--- config.mk ---
export PLATFORM = sky130hd
export DESIGN_NAME = leaky_relu_bwd
export DESIGN_NICKNAME = d
export VERILOG_FILES = /design/src/rtl/act_pkg.sv /design/src/rtl/sign_mask_fifo.sv /design/src/rtl/leaky_relu_bwd.sv
export SDC_FILE = /design/constraint.sdc
export NUM_CORES = 1
export LEC_CHECK = 0
export CAP_MARGIN = 15
export CORE_MARGIN = 5
export CORE_UTILIZATION = 52
export CTS_BUF_LIST = sky130_fd_sc_hd__clkbuf_16
export CTS_CLUSTER_SIZE = 40
export DETAILED_ROUTE_END_ITERATION = 7
export GPL_TIMING_DRIVEN = 0
export PLACE_DENSITY = 0.77
export SYNTH_ARGS = -nofsm -noshare
export SYNTH_HDL_FRONTEND = slang
export SYNTH_SLANG_ARGS = --single-unit
--- constraint.sdc ---
create_clock -name clk -period 3.5 [get_ports clk]
set_input_delay 1.05 -clock clk [delete_from_list [all_inputs] [get_ports clk]]
set_output_delay 1.05 -clock clk [all_outputs]
set_load 0.02 [all_outputs]
--- src/rtl/act_pkg.sv ---
// Shared activation helpers: slope defaults, saturation and parameter legality.
// Used by the forward leaky_relu and the backward leaky_relu_bwd stages.
package act_pkg;

  localparam int A_NUM_DEF = 1;
  localparam int A_DEN_DEF = 4;

  function automatic bit is_pow2(input int v);
    return (v >= 1) && ((v & (v - 1)) == 0);
  endfunction

  function automatic bit slope_ok(input int num, input int den);
    return is_pow2(den) && (num >= 0) && (num <= den);
  endfunction

  function automatic bit depth_ok(input int depth);
    return is_pow2(depth) && (depth >= 2);
  endfunction

  // Clamp a sign-extended value into the signed range of 'width' bits.
  function automatic logic signed [63:0] sat_s(input logic signed [63:0] v, input int width);
    logic signed [63:0] hi;
    logic signed [63:0] lo;
    hi = (64'sd1 <<< (width - 1)) - 64'sd1;
    lo = -(64'sd1 <<< (width - 1));
    if (v > hi) begin
      return hi;
    end else if (v < lo) begin
      return lo;
    end
    return v;
  endfunction

endpackage

--- src/rtl/sign_mask_fifo.sv ---
// 1-bit synchronous FIFO holding forward sign masks; head bit readable combinationally.
// Latency: push visible at head one edge later. Backpressure: full/empty from registered count only.
module sign_mask_fifo
  import act_pkg::*;
#(
  parameter int DEPTH = 16
) (
  input  logic                       clk,
  input  logic                       rst,
  input  logic                       push,
  input  logic                       din,
  input  logic                       pop,
  output logic                       dout,
  output logic [$clog2(DEPTH):0]     count,
  output logic                       full,
  output logic                       empty
);

  localparam int AW = $clog2(DEPTH);
  localparam int CW = AW + 1;

  if (!depth_ok(DEPTH)) begin : g_bad_depth
    $error("sign_mask_fifo: DEPTH must be a power of two >= 2");
  end

  logic          mem_q [DEPTH];
  logic          mem_d [DEPTH];
  logic [AW-1:0] wr_ptr_q, wr_ptr_d;
  logic [AW-1:0] rd_ptr_q, rd_ptr_d;
  logic [CW-1:0] count_q, count_d;
  logic          do_push, do_pop;

  assign full    = (count_q == CW'(DEPTH));
  assign empty   = (count_q == '0);
  assign do_push = push && !full;
  assign do_pop  = pop && !empty;
  assign dout    = mem_q[rd_ptr_q];
  assign count   = count_q;

  always_comb begin
    mem_d    = mem_q;
    wr_ptr_d = wr_ptr_q;
    rd_ptr_d = rd_ptr_q;
    count_d  = count_q;
    if (do_push) begin
      mem_d[wr_ptr_q] = din;
      wr_ptr_d        = wr_ptr_q + AW'(1);
    end
    if (do_pop) begin
      rd_ptr_d = rd_ptr_q + AW'(1);
    end
    // Simultaneous push and pop leaves occupancy unchanged.
    if (do_push && !do_pop) begin
      count_d = count_q + CW'(1);
    end else if (do_pop && !do_push) begin
      count_d = count_q - CW'(1);
    end
  end

  always_ff @(posedge clk) begin
    if (!rst) begin
      mem_q    <= '{default: 1'b0};
      wr_ptr_q <= '0;
      rd_ptr_q <= '0;
      count_q  <= '0;
    end else begin
      mem_q    <= mem_d;
      wr_ptr_q <= wr_ptr_d;
      rd_ptr_q <= rd_ptr_d;
      count_q  <= count_d;
    end
  end

endmodule

--- src/rtl/leaky_relu_bwd.sv ---
// Leaky-ReLU backward: gates returning gradients by the stored forward sign (slope 1 or A_NUM/A_DEN).
// Latency: one cycle from pop acceptance to grad_out. Backpressure: fwd_ready/grad_ready from FIFO count; no output stall.
module leaky_relu_bwd
  import act_pkg::*;
#(
  parameter int DATA_W = 8,
  parameter int A_NUM  = A_NUM_DEF,
  parameter int A_DEN  = A_DEN_DEF,
  parameter int DEPTH  = 16
) (
  input  logic                     clk,
  input  logic                     rst,
  input  logic [DATA_W-1:0]        fwd_data,
  input  logic                     fwd_valid,
  output logic                     fwd_ready,
  input  logic [DATA_W-1:0]        grad_in,
  input  logic                     grad_valid,
  output logic                     grad_ready,
  output logic [DATA_W-1:0]        grad_out,
  output logic                     grad_out_valid,
  output logic [$clog2(DEPTH):0]   mask_count,
  output logic                     err_underflow
);

  localparam int PW = DATA_W + $clog2(A_NUM + 1) + 1;
  localparam int SH = $clog2(A_DEN);
  localparam logic signed [PW-1:0] A_NUM_S = PW'(A_NUM);

  if (!slope_ok(A_NUM, A_DEN)) begin : g_bad_slope
    $error("leaky_relu_bwd: need A_DEN power of two and 0 <= A_NUM <= A_DEN");
  end

  logic              fifo_full, fifo_empty, head_pass;
  logic              push, pop;
  logic signed [PW-1:0] grad_ext, prod, scaled;
  logic [DATA_W-1:0] grad_neg;

  logic [DATA_W-1:0] grad_out_q, grad_out_d;
  logic              grad_out_valid_q, grad_out_valid_d;
  logic              err_underflow_q, err_underflow_d;

  assign fwd_ready  = !fifo_full;
  assign grad_ready = !fifo_empty;
  assign push       = fwd_valid && fwd_ready;
  assign pop        = grad_valid && grad_ready;

  sign_mask_fifo #(
    .DEPTH (DEPTH)
  ) u_mask_fifo (
    .clk   (clk),
    .rst   (rst),
    .push  (push),
    .din   (!fwd_data[DATA_W-1]),
    .pop   (pop),
    .dout  (head_pass),
    .count (mask_count),
    .full  (fifo_full),
    .empty (fifo_empty)
  );

  // Arithmetic shift after a full-precision product rounds toward minus infinity.
  always_comb begin
    grad_ext = {{(PW - DATA_W){grad_in[DATA_W-1]}}, grad_in};
    prod     = grad_ext * A_NUM_S;
    scaled   = prod >>> SH;
    grad_neg = DATA_W'(sat_s(64'(scaled), DATA_W));
  end

  always_comb begin
    grad_out_d       = grad_out_q;
    grad_out_valid_d = pop;
    err_underflow_d  = err_underflow_q || (grad_valid && !grad_ready);
    if (pop) begin
      grad_out_d = head_pass ? grad_in : grad_neg;
    end
  end

  always_ff @(posedge clk) begin
    if (!rst) begin
      grad_out_q       <= '0;
      grad_out_valid_q <= 1'b0;
      err_underflow_q  <= 1'b0;
    end else begin
      grad_out_q       <= grad_out_d;
      grad_out_valid_q <= grad_out_valid_d;
      err_underflow_q  <= err_underflow_d;
    end
  end

  assign grad_out       = grad_out_q;
  assign grad_out_valid = grad_out_valid_q;
  assign err_underflow  = err_underflow_q;

endmodule

==> metrics.csv, run 1 <==
metric;value;unit
crit path to;u_mask_fifo.count[4];
status;complete, no violations;
Peak VDD IR;0.309;mV
clk_skew;0.00537;ns
critical path data arrival time;3.55;ns
Port-buffer cells;27;
Worst Path Required;3.71;ns
post-layout min period;3.34;ns
H-tree depth;2;
Power Density;765;nW/um^2
startpoint types;input pin;
Leakage;1.06;nW
worst skew pair latency;0.28;ns
Final Util;66.0;%
largest net degree at the start of global routing;13;
leading cell type in the layout, fill and taps excluded;dfxtp_1;
Hold-fix buffers, CTS;0;
Area Overhead vs Synth;24.2;%
crit path launch;fwd_valid;
syn nets;249;
worst setup margin;0.159;ns
Syn Std Cell Area;2110;um^2
core box area;3970;um^2
boundary pin count;37;
antenna violations before repair;0;
R2R cell count;11;
clk slew on worst S/H paths;0.06;ns
initial drt markers;135;
endpoints failing hold;0;
die area;5440;um^2
TritonCTS sink count;39;
Layout Cells excl Fill;306;
Die Height;73.7;um
Top FF cell, synth;dfxtp_1;
Yosys Warn Count;0;
WS Path Type;input pin to flop;
share of cells above drive strength 1;14.5;%
grt total ovfl;0;
RSZ-0062 raised after global routing;no;
Avg Cell Area, Syn;9.64;um^2
vias in the first global route;1613;
Final Wtd Congestion;0.763;
FF+latch count, synth;39;
DRT Wirelength;4560;um
Max clock buf depth;2;
Tightest Pin Transition;0.608;ns
ant diodes;0;
Starting Density;53.2;%
Post-synth EDFFs;0;
# placed instances;296;
relative slew slack;59.1;%
Clk Tree Root Cell;clkbuf_16;
Avg Vias per Cell;5.64;
die width;73.7;um
Pwr Total;2.01;mW
Reg-to-Reg End;u_mask_fifo.count[4];
most used cells in the layout excluding fill and tap cells;dfxtp_1 (39), clkdlybuf4s50_1 (27), nand4_1 (18), and2_1 (14), clkbuf_1 (13);
worst hold-check path type;flop to flop;
wire per inst;14.9;um
async set-reset flop share out of synthesis;0;%
fmax;299;MHz
worst slack, placed;-0.596;ns
FP Rows;23;
GRT Total Usage;18.5;%
drt first pass iters;4;
crit end category;flop;
crit path max fanout;10;
reg-to-reg startpoint;u_mask_fifo.count[0];
library cells used by synthesis;32;
crit share post-route;95.4;%
maxcap violations;0;
post-route ant nets;0;
Max Slew Vio Count;0;
R2R setup slack;0.50;ns
DRC Markers;0;
Num CTS Buffers;5;
first-pass GRT wire length;7730;um
post-DP HPWL;3190;um
vias;1725;
sequential fraction of the synthesis area;37.0;%
Final #Nets;285;
Mapped Cells;219;
Fin Setup TNS;0;ns
CTS tree;done;
Final setup viols;0;
## state kept, by name, summed over array words and instances, names as in the netlist
register and flops:
grad_out 8, grad_out_valid 1, err_underflow 1, u_mask_fifo.wr_ptr_q 4, u_mask_fifo.mem_q 16, u_mask_fifo.count 5, u_mask_fifo.rd_ptr_q 4
## worst min path at each step
stage / start / slack (ns) / end / cells after the start
6_report: grad_out[7] / 0.47 / grad_out[7] / 2
3_3_place_gp: grad_out[7] / 0.46 / grad_out[7] / 2
5_1_grt: err_underflow / 0.52 / err_underflow / 2
2_1_floorplan: u_mask_fifo.mem_q[10] / 0.54 / u_mask_fifo.mem_q[10] / 2
3_5_place_dp: grad_out[7] / 0.46 / grad_out[7] / 2
4_1_cts: grad_out[7] / 0.47 / grad_out[7] / 2
## final cells by class
| class | count | area (um^2) |
|---|---|---|
| Sequential cell | 39 | 781 |
| Timing Repair Buffer | 29 | 285 |
| Multi-Input combinational cell | 154 | 1240 |
| Buffer | 17 | 78.8 |
| Fill cell | 335 | 1350 |
| Clock inverter | 3 | 15.0 |
| Inverter | 9 | 37.5 |
| Tap cell | 50 | 62.6 |
| Clock buffer | 5 | 125 |
## layer usage
| layer | routed length [um] | up-vias | part of all wire, % | global-route usage, % |
|---|---|---|---|---|
| li1 | - | 863 | - | - |
| met1 | 2070 | 816 | 45 | 23.8 |
| met2 | 2180 | 39 | 48 | 29.4 |
| met3 | 234 | 7 | 5.1 | 4.51 |
| met4 | 77 | 0 | 1.7 | 7.24 |
| met5 | 0 | - | 0 | 0 |
## repair_timing
action                                  4_1_cts  5_1_grt
gates resized for setup                       3        4
endpoints found under the setup margin        2        1
endpoints found under the hold margin         0        0
buffers inserted                              0        2
## power breakdown
| part | internal [mW] | switching (mW) | total, mW |
|---|---|---|---|
| combinational | 0.459 | 0.487 | 0.946 |
| sequential | 0.532 | 0.0929 | 0.625 |
| clock | 0.259 | 0.177 | 0.436 |
## per-stage QoR
step                instance area (um^2)  hold slack (ns)
floorplan                           2110            0.540
CTS                                 2590            0.472
global placement                    2440            0.456
finish                              2620            0.468
global route                        2620            0.517
detailed placement                  2440            0.465
## cell usage after synthesis, types with 5 or more instances
library cell / count / area share [%]
a21oi_1: 9 / 2.1
a31o_2: 12 / 5.0
and2_1: 14 / 4.1
and3_1: 12 / 3.6
clkbuf_1: 14 / 2.5
dfxtp_1: 39 / 37
ha_1: 9 / 5.3
inv_1: 8 / 1.4
mux2_2: 5 / 2.7
mux2i_1: 11 / 5.2
nand2_1: 10 / 1.8
nand4_1: 18 / 5.3
nor2b_1: 5 / 1.5
o21a_1: 7 / 2.5
o21ai_0: 8 / 1.9
xnor2_1: 9 / 3.7
## cells by family after synthesis
logic type,synth area share [%]
DFF,37.0
and+or+nand+nor,18.2
xor gates and xnor gates,4.15
adders and majority gates,6.28
AOI/OAI and AO/OA,15.1
muxes,14.3
buffers and inverters,4.98
## worst max-delay path, stage by stage
cell and delay, ns:
clkdlybuf4s50_1 0.46, a21boi_4 0.27, buf_6 0.18, ha_1 0.18, inv_1 0.10, fa_1 0.41, a21o_1 0.17, a21oi_1 0.18
xnor2_1 0.11, or3_1 0.30, a21boi_0 0.16
Note: power is estimated with default switching activity, not from simulation.
==> run 2, diff against run 1 <==
- CORE_UTILIZATION: 52 -> 47
- PLACE_DENSITY: 0.77 -> 0.73
- SETUP_SLACK_MARGIN: default -> 0.3
- clock period: 3.5 -> 3 ns (I/O delays scaled with it)
==> run 2 against run 1 <==
Sequential cell count unchanged. Sequential share of layout area is 1.5 points lower. First-iteration DRC count down 40%. Register-to-register slack got worse by 0.21 ns. Critical endpoint unchanged. Largest cell class unchanged. Highest routed layer unchanged.
==> metrics.csv, run 2 (synthesis results as in run 1) <==
metric;value;unit;change
GRT Total Usage;16.6;%;was 18.5%
Peak VDD IR;0.464;mV;was 0.309 mV
Clk Tree Root Cell;clkbuf_16;;unchanged
DRC Markers;0;;unchanged
Pint;1.64;mW;was 1.25 mW
leading cell type in the layout, fill and taps excluded;dfxtp_1;;unchanged
WS Path Type;flop to flop;;was input pin to flop
CTS tree;done;;unchanged
antenna violations before repair;0;;unchanged
vias in the first global route;1705;;was 1613
relative slew slack;64.7;%;was 59.1%
Final #Nets;298;;was 285
Max Slew Vio Count;0;;unchanged
Final Wtd Congestion;0.781;;was 0.763
Starting Density;48.5;%;was 53.2%
startpoint types;flop;;was input pin
TritonCTS sink count;39;;unchanged
Num CTS Buffers;5;;unchanged
crit path max fanout;5;;was 10
first-pass GRT wire length;8110;um;was 7730 um
Worst Path Required;3.21;ns;was 3.71 ns
vias;1780;;was 1725
endpoints failing hold;0;;unchanged
sequential share of power;28.7;%;was 31.1%
P_sw;0.946;mW;was 0.757 mW
RSZ-0062 raised after global routing;yes;;was no
most used cells in the layout excluding fill and tap cells;dfxtp_1 (36), clkdlybuf4s50_1 (24), nand4_1 (18), buf_4 (15), and2_1 (14);;was dfxtp_1 (39), clkdlybuf4s50_1 (27), nand4_1 (18), and2_1 (14), clkbuf_1 (13)
largest net degree at the start of global routing;12;;was 13
post-DP HPWL;3300;um;was 3190 um
H-tree depth;2;;unchanged
post-layout min period;2.71;ns;
crit end category;flop;;unchanged
Max clock buf depth;2;;unchanged
Hold-fix buffers, CTS;0;;unchanged
FP Rows;24;;was 23
Clock power frac;19.2;%;was 21.7%
fmax;369;MHz;
worst skew pair latency;0.28;ns;about the same
worst hold-check path type;flop to flop;;unchanged
ant diodes;0;;unchanged
Post-DP Area;2490;um^2;was 2440 um^2
core box area;4350;um^2;was 3970 um^2
die width;77.0;um;was 73.7 um
critical path data arrival time;2.92;ns;was 3.55 ns
Logic pwr share;52.1;%;was 47.1%
Fill cells;369;;was 335
Final setup viols;0;;unchanged
status;complete, no violations;;unchanged
Die Height;77.0;um;was 73.7 um
grt total ovfl;0;;unchanged
Area Overhead vs Synth;32.8;%;was 24.2%
Power Density;921;nW/um^2;was 765 nW/um^2
Reg with most FFs;u_mask_fifo.mem_q;;unchanged
Leakage;1.16;nW;was 1.06 nW
Tightest Pin Transition;0.527;ns;was 0.608 ns
maxcap violations;0;;unchanged
die area;5930;um^2;was 5440 um^2
Layout Cells excl Fill;321;;was 306
Port-buffer cells;27;;unchanged
Fin Setup TNS;0;ns;unchanged
sw frac;36.6;%;was 37.7%
DRT Wirelength;4790;um;was 4560 um
wire per inst;14.9;um;about the same
share of cells above drive strength 1;22.7;%;was 14.5%
initial drt markers;81;;was 135
clk slew on worst S/H paths;0.06;ns;about the same
# placed instances;298;;was 296
crit share post-route;90.4;%;
Finished Cell Area;2800;um^2;was 2620 um^2
Avg Vias per Cell;5.55;;was 5.64
clk_skew;0.00365;ns;was 0.00537 ns
drt first pass iters;4;;unchanged
boundary pin count;37;;unchanged
post-route ant nets;0;;unchanged
Largest register FFs;16;;unchanged
[run 2: area by class of cell]
type	count	area, um^2	share of cell area [%]
buffer	17	81.3	2.90
clock buffer	5	125	4.46
multi-input combinational	154	1300	46.3
timing repair buffer	42	387	13.8
tap	52	65.1	2.32
inverter	9	43.8	1.56
sequential	39	792	28.2
clock inverter	3	11.3	0.402
[run 2: power by group through the flow]
stage          Combinational [mW]  Clock (mW)  Sequential [mW]
2_1_floorplan               0.686           0            0.815
3_3_place_gp                 1.08           0            0.736
3_5_place_dp                 1.10           0            0.742
4_1_cts                      1.17       0.507            0.740
5_1_grt                      1.47       0.531            0.758
6_report                     1.35       0.495            0.742
[run 2: timing repair]
action / CTS / global route
buffers inserted: 3 / 12
gates resized for setup: 9 / 9
setup endpoints to repair: 4 / 3
pin swaps: 4 / 9
[run 2: worst paths after layout]
kind	start	to	slack, ns	cells past startpoint
min	grad_out[7]	grad_out[7]	0.46	2
max	u_mask_fifo.count[1]	u_mask_fifo.count[4]	0.29	11
max reg2reg	u_mask_fifo.count[1]	u_mask_fifo.count[4]	0.29	11
min reg2reg	grad_out[7]	grad_out[7]	0.46	2
[run 2: routing by layer]
layer  track usage (%)  up-vias  share of wire, %
met5                 0        -                 0
met4              5.84        0              0.90
met3              4.22        4               4.3
met2              27.7       33                49
met1              20.8      850                45
li1                  -      893                 -
[run 2: worst max-delay path: stages (launching register included)]
cell and delay [ns]:
dfxtp_4 0.36, or4_4 0.53, o21a_4 0.25, inv_8 0.05, ha_4 0.13, inv_4 0.04, fa_2 0.34, a21o_1 0.19
a21oi_2 0.14, xnor2_1 0.09, or3_1 0.37, a21boi_1 0.14
[run 2: through the flow]
step | power (mW) | hold slack [ns] | utilization, % | setup slack [ns]
6_report | 2.58 | 0.464 | 64.4 | 0.289
5_1_grt | 2.76 | 0.507 | 64.4 | 0.175
4_1_cts | 2.42 | 0.470 | 61.7 | 0.164
3_5_place_dp | 1.84 | 0.462 | 57.2 | -0.311
3_3_place_gp | 1.82 | 0.452 | 57.2 | -0.309
2_1_floorplan | 1.50 | 0.540 | - | 0.307
==> run 3, diff against run 2 <==
- MAX_ROUTING_LAYER: default -> met4
==> run 3 against run 2 <==
Total power down 0.13%. Critical path type unchanged. Worst hold slack about the same. Non-clock buffer count stayed put. Highest routed layer unchanged. Largest cell class unchanged. Global-route usage rose by 0.51 points. Register-to-register slack is essentially flat.
==> metrics.csv, run 3 (synthesis results as in run 1) <==
metric;value;unit;change
boundary pin count;37;;unchanged
Hold-fix buffers, CTS;0;;unchanged
WS Path Type;flop to flop;;unchanged
Clk Tree Root Cell;clkbuf_16;;unchanged
relative slew slack;64.3;%;was 64.7%
endpoints failing hold;0;;unchanged
initial drt markers;65;;was 81
grt total ovfl;0;;unchanged
Max Slew Vio Count;0;;unchanged
H-tree depth;2;;unchanged
Tightest Pin Transition;0.533;ns;was 0.527 ns
Area Overhead vs Synth;32.8;%;unchanged
clk slew on worst S/H paths;0.06;ns;about the same
crit share post-route;90.4;%;about the same
Finished Cell Area;2800;um^2;unchanged
Largest register FFs;16;;unchanged
clk_skew;0.00362;ns;was 0.00365 ns
Port-buffer cells;27;;unchanged
status;complete, no violations;;unchanged
core box area;4350;um^2;unchanged
CTS tree;done;;unchanged
Final #Nets;298;;unchanged
Reg with most FFs;u_mask_fifo.mem_q;;unchanged
Final Util;64.4;%;unchanged
post-route ant nets;0;;unchanged
most used cells in the layout excluding fill and tap cells;dfxtp_1 (36), clkdlybuf4s50_1 (24), nand4_1 (18), buf_4 (15), and2_1 (14);;unchanged
Die Height;77.0;um;unchanged
die width;77.0;um;unchanged
critical path data arrival time;2.92;ns;about the same
leading cell type in the layout, fill and taps excluded;dfxtp_1;;unchanged
worst skew pair latency;0.28;ns;about the same
drt first pass iters;4;;unchanged
Final setup viols;0;;unchanged
GRT Total Usage;17.1;%;was 16.6%
worst hold-check path type;flop to flop;;unchanged
Num CTS Buffers;5;;unchanged
wire per inst;14.8;um;was 14.9 um
Peak VDD IR;0.460;mV;was 0.464 mV
# placed instances;298;;unchanged
vias in the first global route;1699;;was 1705
antenna violations before repair;0;;unchanged
Fill cells;369;;unchanged
DRC Markers;0;;unchanged
TritonCTS sink count;39;;unchanged
Starting Density;48.5;%;unchanged
vias;1769;;was 1780
Max clock buf depth;2;;unchanged
Pwr Total;2.58;mW;about the same
DRT Wirelength;4760;um;was 4790 um
Post-DP Area;2490;um^2;unchanged
FP Rows;24;;unchanged
post-layout min period;2.71;ns;about the same
largest net degree at the start of global routing;12;;unchanged
post-DP HPWL;3300;um;unchanged
Power Density;920;nW/um^2;was 921 nW/um^2
share of cells above drive strength 1;22.7;%;unchanged
Final Wtd Congestion;0.792;;was 0.781
crit end category;flop;;unchanged
maxcap violations;0;;unchanged
Layout Cells excl Fill;321;;unchanged
worst slack, placed;-0.311;ns;unchanged
crit path max fanout;5;;unchanged
die area;5930;um^2;unchanged
Leakage;1.16;nW;unchanged
RSZ-0062 raised after global routing;yes;;unchanged
Avg Vias per Cell;5.51;;was 5.55
ant diodes;0;;unchanged
R2R cell count;11;;unchanged
first-pass GRT wire length;8140;um;was 8110 um
Worst Path Required;3.21;ns;about the same
fmax;369;MHz;about the same
startpoint types;flop;;unchanged
worst hold path depth;2;;unchanged
worst setup margin;0.289;ns;about the same
[run 3: cell counts in the layout (fill, tap and decap cells not counted)]
No cell type changed its count.
[run 3: metal layers]
layer | part of all wire [%] | vias up | GRT usage, %
li1 | - | 892 | -
met1 | 45 | 838 | 21.0
met2 | 50 | 35 | 27.6
met3 | 4.4 | 4 | 4.22
met4 | 0.92 | 0 | 5.84
met5 | 0 | - | -
[run 3: through the flow]
stage                     TNS (ns)  hold slack [ns]
final                            0            0.464
after global placement      -0.478            0.452
after global routing             0            0.507
after detailed placement    -0.473            0.462
after CTS                        0            0.470
after floorplan                  0            0.540
[run 3: layout make-up]
cell class / instances / area, um^2 / share of cell area (%)
tap: 52 / 65.1 / 2.32
multi-input combinational: 154 / 1300 / 46.3
buffer: 17 / 81.3 / 2.90
timing repair buffer: 42 / 387 / 13.8
inverter: 9 / 43.8 / 1.56
sequential: 39 / 792 / 28.2
clock buffer: 5 / 125 / 4.46
clock inverter: 3 / 11.3 / 0.402
[run 3: power breakdown]
group | leakage [nW] | total, mW | switching, mW | internal, mW
logic | 0.772 | 1.35 | 0.641 | 0.704
clock network | 0.0701 | 0.493 | 0.194 | 0.299
registers | 0.320 | 0.741 | 0.108 | 0.633
total | 1.16 | 2.58 | 0.943 | 1.64
[run 3: what timing repair did]
item / in CTS / in global routing
buffers inserted: 3 / 12
setup endpoints to repair: 4 / 3
pin swaps: 4 / 9
gates resized for setup: 9 / 9
[run 3: final timing paths]
path                        start              endpoint  slack, ns
max reg2reg  u_mask_fifo.count[1]  u_mask_fifo.count[4]       0.29
min reg2reg           grad_out[7]           grad_out[7]       0.46
min                   grad_out[7]           grad_out[7]       0.46
max          u_mask_fifo.count[1]  u_mask_fifo.count[4]       0.29
[run 3: critical path, cell delays in order (launching register included)]
cell      delay, ns
dfxtp_4        0.36
or4_4          0.53
o21a_4         0.25
inv_8          0.05
ha_4           0.13
inv_4          0.04
fa_2           0.34
a21o_1         0.19
a21oi_2        0.14
xnor2_1        0.09
or3_1          0.37
a21boi_1       0.14
